## src/rtl/ext_pkg.sv

```systemverilog
// ext_pkg: extension-mode encodings shared by the immediate extender and its pipeline stage
package ext_pkg;
  localparam int EXT_OP_W = 3;
  localparam logic [EXT_OP_W-1:0] EXT_ZERO      = 3'd0;
  localparam logic [EXT_OP_W-1:0] EXT_SIGN      = 3'd1;
  localparam logic [EXT_OP_W-1:0] EXT_UPPER     = 3'd2;
  localparam logic [EXT_OP_W-1:0] EXT_SIGN_SHL2 = 3'd3;
  localparam logic [EXT_OP_W-1:0] EXT_SHAMT     = 3'd4;
endpackage

```

## src/rtl/ext_core.sv

```systemverilog
// ext_core: combinational immediate extender; ops above SHAMT are illegal and yield all ones
module ext_core
  import ext_pkg::*;
#(
  parameter int IMM_W  = 16,
  parameter int DATA_W = 32
) (
  input  logic [IMM_W-1:0]    imm,
  input  logic [EXT_OP_W-1:0] op,
  output logic [DATA_W-1:0]   data,
  output logic                err
);
  logic [DATA_W-1:0] sx;
  always_comb begin
    sx = {{(DATA_W-IMM_W){imm[IMM_W-1]}}, imm};
    err = op > EXT_SHAMT;
    data = op == EXT_ZERO      ? {{(DATA_W-IMM_W){1'b0}}, imm} :
           op == EXT_SIGN      ? sx :
           op == EXT_UPPER     ? {imm, {(DATA_W-IMM_W){1'b0}}} :
           op == EXT_SIGN_SHL2 ? sx << 2 :
           op == EXT_SHAMT     ? {{(DATA_W-5){1'b0}}, imm[4:0]} :
                                 {DATA_W{1'b1}};
  end
endmodule

```

## src/rtl/ext_pipe_unit.sv

```systemverilog
// ext_pipe_unit: registered immediate-extension stage behind a 2-entry skid buffer with flush
module ext_pipe_unit
  import ext_pkg::*;
#(
  parameter int IMM_W  = 16,
  parameter int DATA_W = 32,
  parameter int TAG_W  = 5
) (
  input  logic                clk,
  input  logic                reset,
  input  logic                flush,
  input  logic                in_valid,
  output logic                in_ready,
  input  logic [IMM_W-1:0]    in_imm,
  input  logic [EXT_OP_W-1:0] in_op,
  input  logic [TAG_W-1:0]    in_tag,
  output logic                out_valid,
  input  logic                out_ready,
  output logic [DATA_W-1:0]   out_data,
  output logic [TAG_W-1:0]    out_tag,
  output logic                out_err
);
  logic [DATA_W-1:0] ext_data, skid_data;
  logic [TAG_W-1:0]  skid_tag;
  logic              ext_err, skid_err, skid_valid, acc, cons;
  ext_core #(.IMM_W(IMM_W), .DATA_W(DATA_W)) u_core (
    .imm  (in_imm),
    .op   (in_op),
    .data (ext_data),
    .err  (ext_err)
  );
  // in_ready is just the inverted skid flop, so out_ready never reaches it combinationally
  assign in_ready = !skid_valid;
  assign acc      = in_valid && in_ready;
  assign cons     = out_valid && out_ready;
  always_ff @(posedge clk) begin
    if (reset) begin
      out_valid  <= 1'b0;
      out_data   <= '0;
      out_tag    <= '0;
      out_err    <= 1'b0;
      skid_valid <= 1'b0;
      skid_data  <= '0;
      skid_tag   <= '0;
      skid_err   <= 1'b0;
    end else if (flush) begin
      out_valid  <= 1'b0;
      skid_valid <= 1'b0;
    end else if (cons && skid_valid) begin
      out_data   <= skid_data;
      out_tag    <= skid_tag;
      out_err    <= skid_err;
      skid_valid <= 1'b0;
    end else if (acc && (!out_valid || cons)) begin
      out_valid <= 1'b1;
      out_data  <= ext_data;
      out_tag   <= in_tag;
      out_err   <= ext_err;
    end else if (acc) begin
      skid_valid <= 1'b1;
      skid_data  <= ext_data;
      skid_tag   <= in_tag;
      skid_err   <= ext_err;
    end else if (cons) begin
      out_valid <= 1'b0;
    end
  end
endmodule

```

## config.mk

```make
export PLATFORM = sky130hd
export DESIGN_NAME = ext_pipe_unit
export DESIGN_NICKNAME = d
export VERILOG_FILES = /design/src/rtl/ext_pkg.sv /design/src/rtl/ext_core.sv /design/src/rtl/ext_pipe_unit.sv
export SDC_FILE = /design/constraint.sdc
export NUM_CORES = 1
export LEC_CHECK = 0
export ABC_AREA = 0
export CORE_UTILIZATION = 40
export CTS_CLUSTER_DIAMETER = 80
export DETAILED_ROUTE_END_ITERATION = 10
export PLACE_DENSITY = 0.7
export RECOVER_POWER = 100
export SLEW_MARGIN = 20
export SYNTH_ARGS = -nofsm -noshare
export SYNTH_HDL_FRONTEND = slang
export SYNTH_HIERARCHICAL = 1
export SYNTH_SLANG_ARGS = --single-unit
export TNS_END_PERCENT = 50
```

## constraint.sdc

```tcl
create_clock -name clk -period 2.9 [get_ports clk]
set_clock_uncertainty 0.1 [all_clocks]
set_input_delay 0.58 -clock clk [delete_from_list [all_inputs] [get_ports clk]]
set_output_delay 0.58 -clock clk [all_outputs]
set_load 0.05 [all_outputs]
```

# [Word level (Yosys, flattened, before mapping)]
# Cells that the tools add are included.
[totals] reg_bits=78 input_bits=29 output_inout_bits=40 word_cells=47
[classes] order_cmp=1 eq_ne=5 muxes=14 bitwise_logic=3 reduce_logical=16
[op_table] operator="$mux 32" n=7
[op_table] operator="$mux 5" n=2
[op_table] operator="$eq 3x2->1 const B" n=2
[op_table] operator="$mux 1" n=5
[op_table] operator="$logic_and 1x1->1" n=4
[op_table] operator="$reduce_and 2->1" n=2
[op_table] operator="$reduce_and 4->1" n=1
[op_table] operator="$reduce_bool 2->1" n=2
[op_table] operator="$eq 3x1->1 const B" n=1
[op_table] operator="$eq 3x3->1 const B" n=1
[op_table] operator="$gt 3x3->1 const B" n=1
[op_table] operator="$logic_not 3->1" n=1
[op_table] operator="$not 1->1" n=3
[op_table] operator="$reduce_and 3->1" n=1
[op_table] operator="$reduce_or 3->1" n=1
[op_table] operator="$logic_not 1->1" n=2
[op_table] operator="$ne 2x1->1 const B" n=1
[op_table] operator="$reduce_or 2->1" n=1
[op_table] operator="$logic_or 1x1->1" n=1

# [Longest topological paths before layout]
# Gate-level depths: netlist of run 1.
[depth] word_depth=8 ltp_mapped=6 mapped_depth_nobuf=4

# [Modules after synthesis]
# Netlist of run 1, hierarchy kept.
[modules_own_cells] module="ext_pipe_unit" n_inst=1 cells_each=393 area_each_um2=3096.7 seq_area_each_um2=1561.5
[modules_own_cells] module="ext_core" n_inst=1 cells_each=90 area_each_um2=584.3 seq_area_each_um2=0.0

# [Worst setup path after synthesis of run 1]
# OpenSTA, ideal clock, no wires.
[synth_timing] path_kind="reg-to-reg" startpoint="register out_valid" endpoint="register out_data[0]" setup_time_ns=0.145 arrival_time_ns=1.661 required_time_ns=2.655 slack_ns=0.993 path_stages_with_launch=6 n_path_buf=2 synth_period_minus_slack_ns=1.907 path_cell_list="dfxtp_1 > nand2_1 > a211oi_2 > buf_4 > buf_2 > a311oi_2"
[synth_via] elab_chain_cells=5 word_cells_on_any_way=8 cone_classes="mux (1); reduce/logical (7)"
[synth_rtl] element="start: declaration" line_no="ext_pipe_unit.sv:17" text="output logic out_valid,"
[synth_rtl] element="start signal: assignment" line_no="ext_pipe_unit.sv:38" text="out_valid <= 1'b0;"
[synth_rtl] element="start signal: assignment" line_no="ext_pipe_unit.sv:47" text="out_valid <= 1'b0;"
[synth_rtl] element="start signal: assignment" line_no="ext_pipe_unit.sv:55" text="out_valid <= 1'b1;"
[synth_rtl] element="$logic_not 1->1 / $logic_and 1x1->1 (equally long branches)" line_no="ext_pipe_unit.sv:54, ext_pipe_unit.sv:35"
[synth_rtl] element="$logic_or 1x1->1" line_no="ext_pipe_unit.sv:54" text="end else if (acc && (!out_valid || cons)) begin"
[synth_rtl] element="$logic_and 1x1->1" line_no="ext_pipe_unit.sv:54"
[synth_rtl] element="$reduce_bool 2->1 (no source line)"
[synth_rtl] element="$reduce_and 2->1 (no source line)"
[synth_rtl] element="end signal: assignment" line_no="ext_pipe_unit.sv:50" text="out_data <= skid_data;"
[synth_rtl] element="end signal: assignment" line_no="ext_pipe_unit.sv:56" text="out_data <= ext_data;"
[synth_rtl] element="end: declaration" line_no="ext_pipe_unit.sv:19" text="output logic [DATA_W-1:0] out_data,"
# Several ways; a longest one is shown, not always the timed one.
# A chain may end at the register's enable or synchronous reset.

# [Worst setup path after layout of run 1]
[layout_timing] startpoint="input out_ready" endpoint="register out_data[18]"
[layout_via] elab_chain_cells=5 word_cells_on_any_way=7 cone_classes="mux (1); reduce/logical (6)"
[layout_rtl] element="start: declaration" line_no="ext_pipe_unit.sv:18" text="input logic out_ready,"
[layout_rtl] element="$logic_and 1x1->1 *" line_no="ext_pipe_unit.sv:35" text="assign cons = out_valid && out_ready;"
[layout_rtl] element="$logic_or 1x1->1" line_no="ext_pipe_unit.sv:54"
[layout_rtl] element="$logic_and 1x1->1" line_no="ext_pipe_unit.sv:54"
[layout_rtl] element="$reduce_bool 2->1 (no source line)"
[layout_rtl] element="$reduce_and 2->1 (no source line)"
# Every way passes the cells marked *; elsewhere a longest branch is shown, timed or not.

==> impl_metrics.csv, run 1 <==
group,metric,value,unit
synthesis,synth_cell_types,30,
drt,drt-total-wl,9700,µm
layout,drive_gt1_share,8.43,%
layout,fin_nets,558,
synthesis,syn_nets,512,
drt,drt-wirelength-per-cell,15.1,µm
clock_network,cts_sinks,78,
synthesis,synthesis.area,3680,µm²
place,portBuffers,68,
synthesis,synthTopCellsByArea,"dfxtp_1, nand2_1, a21oi_1",
synthesis,ys_ff_latch,78,
clock_network,cts-buffers-inserted,9,
place,pre_cts_slack,190,ps
outcome,violations,"design-rule violations",
sta,finalCritPeriodShare,85.0,%
drt,drc,3,
global_route,antenna_found_initial,0,
sta,fin_crit,2470,ps
layout,fill_cells,845,
sta,finalHoldViolations,0,
drt,first_pass_iters,7,
sta,fin_ws,434,ps
clock_network,clock_path_buffers,2,
floorplanning,core-area,8810,µm²
worst_setup_path,critical_path.slowest_cell,"clkbuf_4",
sta,fin_setup_tns,0,ps
power,p_leak,1.76,nW
sta,setup_viol,0,
clock_network,cts_resized,0,
floorplanning,fp.dieH,97.9,µm
sta,fmax,0.405,GHz
clock_network,clk_pin_slew_worst_paths,70,ps
floorplanning,die_area,9590,µm²
layout,utilization,52.4,%
sta,rsz0062_at_grt,"no",
clock_network,clkLatencyLatePin,360,ps
worst_setup_path,critPathTopFamily,"buffers and inverters",
drt,drtIter0Drc,237,
worst_setup_path,cp-end-kind,"register",
power,p_per_area,570,nW/µm²
drt,route.antenna.remaining_nets,0,
worst_setup_path,start_kind,"primary input",
synthesis,synth_warnings,6,
synthesis,synth_edf_count,0,
worst_setup_path,cp_data_required_time,3060,ps
worst_hold_path,holdCritPathClass,"register to register",
floorplanning,io-pin-count,69,
synthesis,ys_seq_area_share,42.4,%
power,ir_worst_vdd,0.276,mV
job,cap_violations,0,
place,gp_congestion,0.905,
clock_network,cts_tree,"built",
synthesis,synth_area_leader_cell,"dfxtp_1",
layout,synthToLayoutAreaGrowth,25.3,%
sta,drv_slew,0,
worst_setup_path,crit_buf_inv,2,
worst_setup_path,path_cells,"clkdlybuf4s50_1 -> nand2_1 -> a211oi_4 -> clkbuf_4 -> nor2_1 -> a311oi_1",
synthesis,syn-instance-count,483,
clock_network,hold_buffers,0,
place,hpwl,6290,µm
worst_setup_path,critPathArrivalTime,2620,ps
synthesis,ys.flop_type,"dfxtp_1",
global_route,grt_use_total,21.0,%
synthesis,avgSynthCellArea,7.62,µm²
drt,vias_per_cell,5.55,
floorplanning,die_w,97.9,µm
floorplanning,rows,34,
floorplanning,start_util,41.8,%
worst_setup_path,cp_max_fo,76,
outcome,status,"finished, violations left",
sta,slew_headroom,42.4,%
drt,dr_total_vias,3560,
synthesis,synthArstFlopShare,0,%
layout,antennaDiodeCount,0,
clock_network,cts_root_buf,"clkbuf_8",
global_route,gr-total-overflow,0,
global_route,grt_max_degree,77,
clock_network,htree_levels,3,
global_route,grt_pass1_wl,16100,µm
worst_setup_path,crit_type,"primary input to register",
synthesis,yosys.area.top_type_share,42.4,%
sta,tightest_slew,864,ps
layout,multi_input_area,1860,µm²
layout,register_area,1560,µm²
clock_network,post_cts_buffers,0,
global_route,grt_pass1_vias,3311,
worst_setup_path,slowest_delay,710,ps
## power by group
part | switching, mW | total (mW) | internal (mW)
Combinational | 0.322 | 0.494 | 0.171
Clock | 0.401 | 0.995 | 0.594
Sequential | 0.0244 | 1.14 | 1.12
## kinds of logic after synthesis
| logic type | count (synthesis) | synth area share [%] |
|---|---|---|
| AND/OR/NAND/NOR | 211 | 22.7 |
| flip-flops | 78 | 42.4 |
| buffers and inverters | 52 | 7.21 |
| AO/OA/AOI/OAI | 142 | 27.7 |
## cell usage after synthesis (3+ instances only)
cell type,n
inv_1,6
a21oi_1,58
a221o_1,11
nand2b_1,3
a21o_1,11
buf_2,16
nor2_1,42
dfxtp_1,78
o21ai_0,18
buf_4,3
o211ai_1,3
a311oi_1,28
a311oi_2,10
clkbuf_1,19
buf_6,5
nand2_1,155
## final cells by class
type	count	area share, %
Tap cell	108	2.93
Sequential cell	78	33.8
Timing Repair Buffer	81	17.0
Multi-Input combinational cell	353	40.4
Inverter	6	0.488
Clock buffer	10	2.98
Clock inverter	6	2.36
## final timing paths
| kind | start | endpoint | slack [ps] | cells past startpoint |
|---|---|---|---|---|
| hold / removal | skid_tag[4] | skid_tag[4] | 360 | 2 |
| hold reg to reg | skid_tag[4] | skid_tag[4] | 360 | 2 |
| setup / recovery | out_ready | out_data[18] | 430 | 6 |
| setup reg to reg | out_valid | out_data[18] | 670 | 5 |
## worst min-delay path: cells and delay by family, from the launching register on
family,cells,cell delay [ps]
AO/OA/AOI/OAI,1,50
AND/OR/NAND/NOR,1,50
flip-flops,1,310
## per-stage QoR
| stage | cells | hold slack [ps] | total power [mW] | cell area, µm² |
|---|---|---|---|---|
| final | 642 | 356 | 2.63 | 4610 |
| after global routing | 642 | 371 | 2.75 | 4610 |
| after CTS | 642 | 357 | 2.67 | 4630 |
| after detailed placement | 626 | 347 | 1.68 | 4380 |
| after global placement | 626 | 341 | 1.67 | 4380 |
| after floorplan | 483 | 337 | 1.50 | 3680 |
## layer usage
layer	vias to the layer above	share of wire (%)	GRT usage, %	wire, µm
met3	14	6.8	3.65	657
li1	1755	-	-	-
met4	0	2.0	9.56	196
met2	122	45	32.4	4350
met5	-	0	0	0
met1	1669	46	28.5	4500
## registers in the layout, indices dropped and copies added (netlist names)
| name | flops |
|---|---|
| skid_err | 1 |
| out_tag | 5 |
| skid_tag | 5 |
| skid_valid | 1 |
| out_err | 1 |
| out_data | 32 |
| out_valid | 1 |
| skid_data | 32 |
## cells in the final DEF, fill, tap and decap left out, types with 2 or more instances in the layout
master | netlist | final
nand2_1 | 155 | 155
dfxtp_1 | 78 | 78
a21oi_1 | 58 | 58
dlygate4sd3_1 | 0 | 42
nor2_1 | 42 | 41
a311oi_1 | 28 | 28
clkdlybuf4s50_1 | 0 | 25
o21ai_0 | 18 | 18
a21o_1 | 11 | 11
a221o_1 | 11 | 11
a311oi_2 | 10 | 10
clkbuf_8 | 0 | 10
buf_4 | 3 | 10
inv_1 | 6 | 6
bufinv_16 | 0 | 3
nand2b_1 | 3 | 3
o211ai_1 | 3 | 3
nor2_2 | 1 | 2
nand3_1 | 2 | 2
nor3_1 | 2 | 2
clkinv_2 | 0 | 2
(Power assumes the default switching activity.)
==> inputs of run 2 (changes only) <==
--- a/config.mk
+++ b/config.mk
@@ -11,6 +11,7 @@
 export DETAILED_ROUTE_END_ITERATION = 10
 export PLACE_DENSITY = 0.7
 export RECOVER_POWER = 100
+export REMOVE_ABC_BUFFERS = 1
 export SLEW_MARGIN = 20
 export SYNTH_ARGS = -nofsm -noshare
 export SYNTH_HDL_FRONTEND = slang
==> run 2 against run 1 <==
- largest cell class unchanged
- flip-flop and latch count did not move
- sequential power hardly changed
- sequential share of layout area is 0.21 points higher
- critical path depth shrank 5
- the flow still finishes with violations (design-rule violations)
- utilization fell by 0.33 points
==> impl_metrics.csv, run 2 (same netlist as run 1, synthesis figures left out) <==
group,metric,value,unit
outcome,status,"finished, violations left",
outcome,violations,"design-rule violations",
floorplanning,io-pin-count,69,
layout,drive_gt1_share,7.89,%
sta,slew_headroom,42.6,%
global_route,grt_max_degree,77,
global_route,gr-total-overflow,0,
worst_setup_path,critical_path.slowest_cell,"dlygate4sd3_1",
sta,finalHoldViolations,0,
clock_network,cts_resized,0,
worst_setup_path,cp_max_fo,9,
global_route,grt_use_total,20.1,%
global_route,grt_use_met2,32.1,%
sta,rsz0062_at_grt,"no",
worst_setup_path,crit_buf_inv,1,
sta,drv_slew,0,
floorplanning,fp.dieH,97.9,µm
sta,fin_crit,2400,ps
layout,synthToLayoutAreaGrowth,24.5,%
drt,dr_total_vias,3446,
worst_setup_path,slowest_delay,920,ps
floorplanning,die_area,9590,µm²
drt,drtIter0Drc,199,
worst_setup_path,critPathArrivalTime,1720,ps
global_route,busiest_layer,"met2",
drt,drt-total-wl,9290,µm
clock_network,cts-buffers-inserted,9,
clock_network,post_cts_buffers,0,
worst_hold_path,min_from,"skid_data[6]",
floorplanning,die_w,97.9,µm
global_route,gr-usage-met1,26.3,%
layout,final_area,4580,µm²
power,p_leak,1.74,nW
clock_network,hold_buffers,0,
place,portBuffers,68,
sta,finalCritPeriodShare,82.7,%
layout,final_cell_mix,"nand2_1, dfxtp_1, a21oi_1",
floorplanning,start_util,41.8,%
drt,drc,4,
clock_network,cts_sinks,78,
clock_network,cts_root_buf,"clkbuf_8",
clock_network,clock_path_buffers,2,
worst_setup_path,crit_path_start,"out_valid",
drt,drt-wirelength-per-cell,14.5,µm
sta,setup_viol,0,
worst_setup_path,cp_data_required_time,2220,ps
layout,reg.largest.list,"out_data (32), skid_data (32)",
layout,antennaDiodeCount,0,
drt,route.antenna.remaining_nets,0,
sta,fmax,0.417,GHz
global_route,grt_util_met3,4.08,%
drt,vias_per_cell,5.38,
worst_setup_path,start_kind,"register",
worst_hold_path,holdCritPathClass,"register to register",
global_route,grt_pass1_wl,15400,µm
place,hpwl,5720,µm
power,ir_worst_vdd,0.349,mV
worst_setup_path,path_cells,"dlygate4sd3_1",
layout,fin_nets,556,
job,cap_violations,0,
global_route,grt_pass1_vias,3179,
layout,utilization,52.1,%
power,p_per_area,559,nW/µm²
floorplanning,rows,34,
worst_setup_path,crit_type,"register to output pin",
worst_setup_path,critPathTopFamily,"buffers and inverters",
place,dpl_cell_area,4370,µm²
clock_network,cts_tree,"built",
worst_setup_path,cp-end-kind,"output pin",
clock_network,htree_levels,3,
sta,fin_setup_tns,0,ps
sta,tightest_slew,862,ps
floorplanning,core-area,8810,µm²
worst_setup_path,reg2reg_from,"out_valid",
drt,first_pass_iters,7,
global_route,antenna_found_initial,0,
layout,final_common_cell,"nand2_1",
clock_network,clk_pin_slew_worst_paths,80,ps
clock_network,clkLatencyLatePin,350,ps
place,gp_congestion,0.915,
## run 2: cell count changes in the layout (fill, tap and decap cells not counted)
cell / change
clkbuf_4: -1
a211oi_1: +1
clkinv_4: +3
clkdlybuf4s50_1: -1
dlygate4sd3_1: +1
clkinv_2: -2
bufinv_16: -1
buf_4: -2
buf_12: +1
a211oi_4: -1
## run 2: worst paths after layout
kind | end | slack [ps] | cells after the start
worst max-delay path | out_valid | 500 | 1
worst min-delay path | skid_data[6] | 360 | 2
worst max register to register | out_data[26] | 930 | 5
worst min register to register | skid_data[6] | 360 | 2
## run 2: metal layers
layer | up-vias | wire length [µm]
met1 | 1593 | 4370
met5 | - | 0
met3 | 17 | 454
met4 | 0 | 178
met2 | 81 | 4280
li1 | 1755 | -
## run 2: power breakdown
group,internal [mW],switching [mW],leakage (nW)
Combinational,0.172,0.317,0.989
Clock,0.514,0.421,0.117
Sequential,1.12,0.0237,0.636
Total,1.80,0.762,1.74
## run 2: final cells by class
| class | instances | area (µm²) |
|---|---|---|
| clock inverters | 6 | 95.1 |
| multi-input cells | 353 | 1850 |
| inverters | 6 | 22.5 |
| well taps | 108 | 135 |
| flip-flops and latches | 78 | 1560 |
| clock buffers | 10 | 138 |
| repair buffers | 79 | 781 |
| fillers | 862 | 4220 |
## run 2: through the flow
stage	worst slack (ps)	std cells	hold WS (ps)	total power [mW]
floorplan	-1180	437	331	1.47
global placement	426	624	341	1.67
detailed placement	368	624	347	1.67
CTS	546	640	358	2.60
global route	413	640	372	2.67
finish	503	640	356	2.56
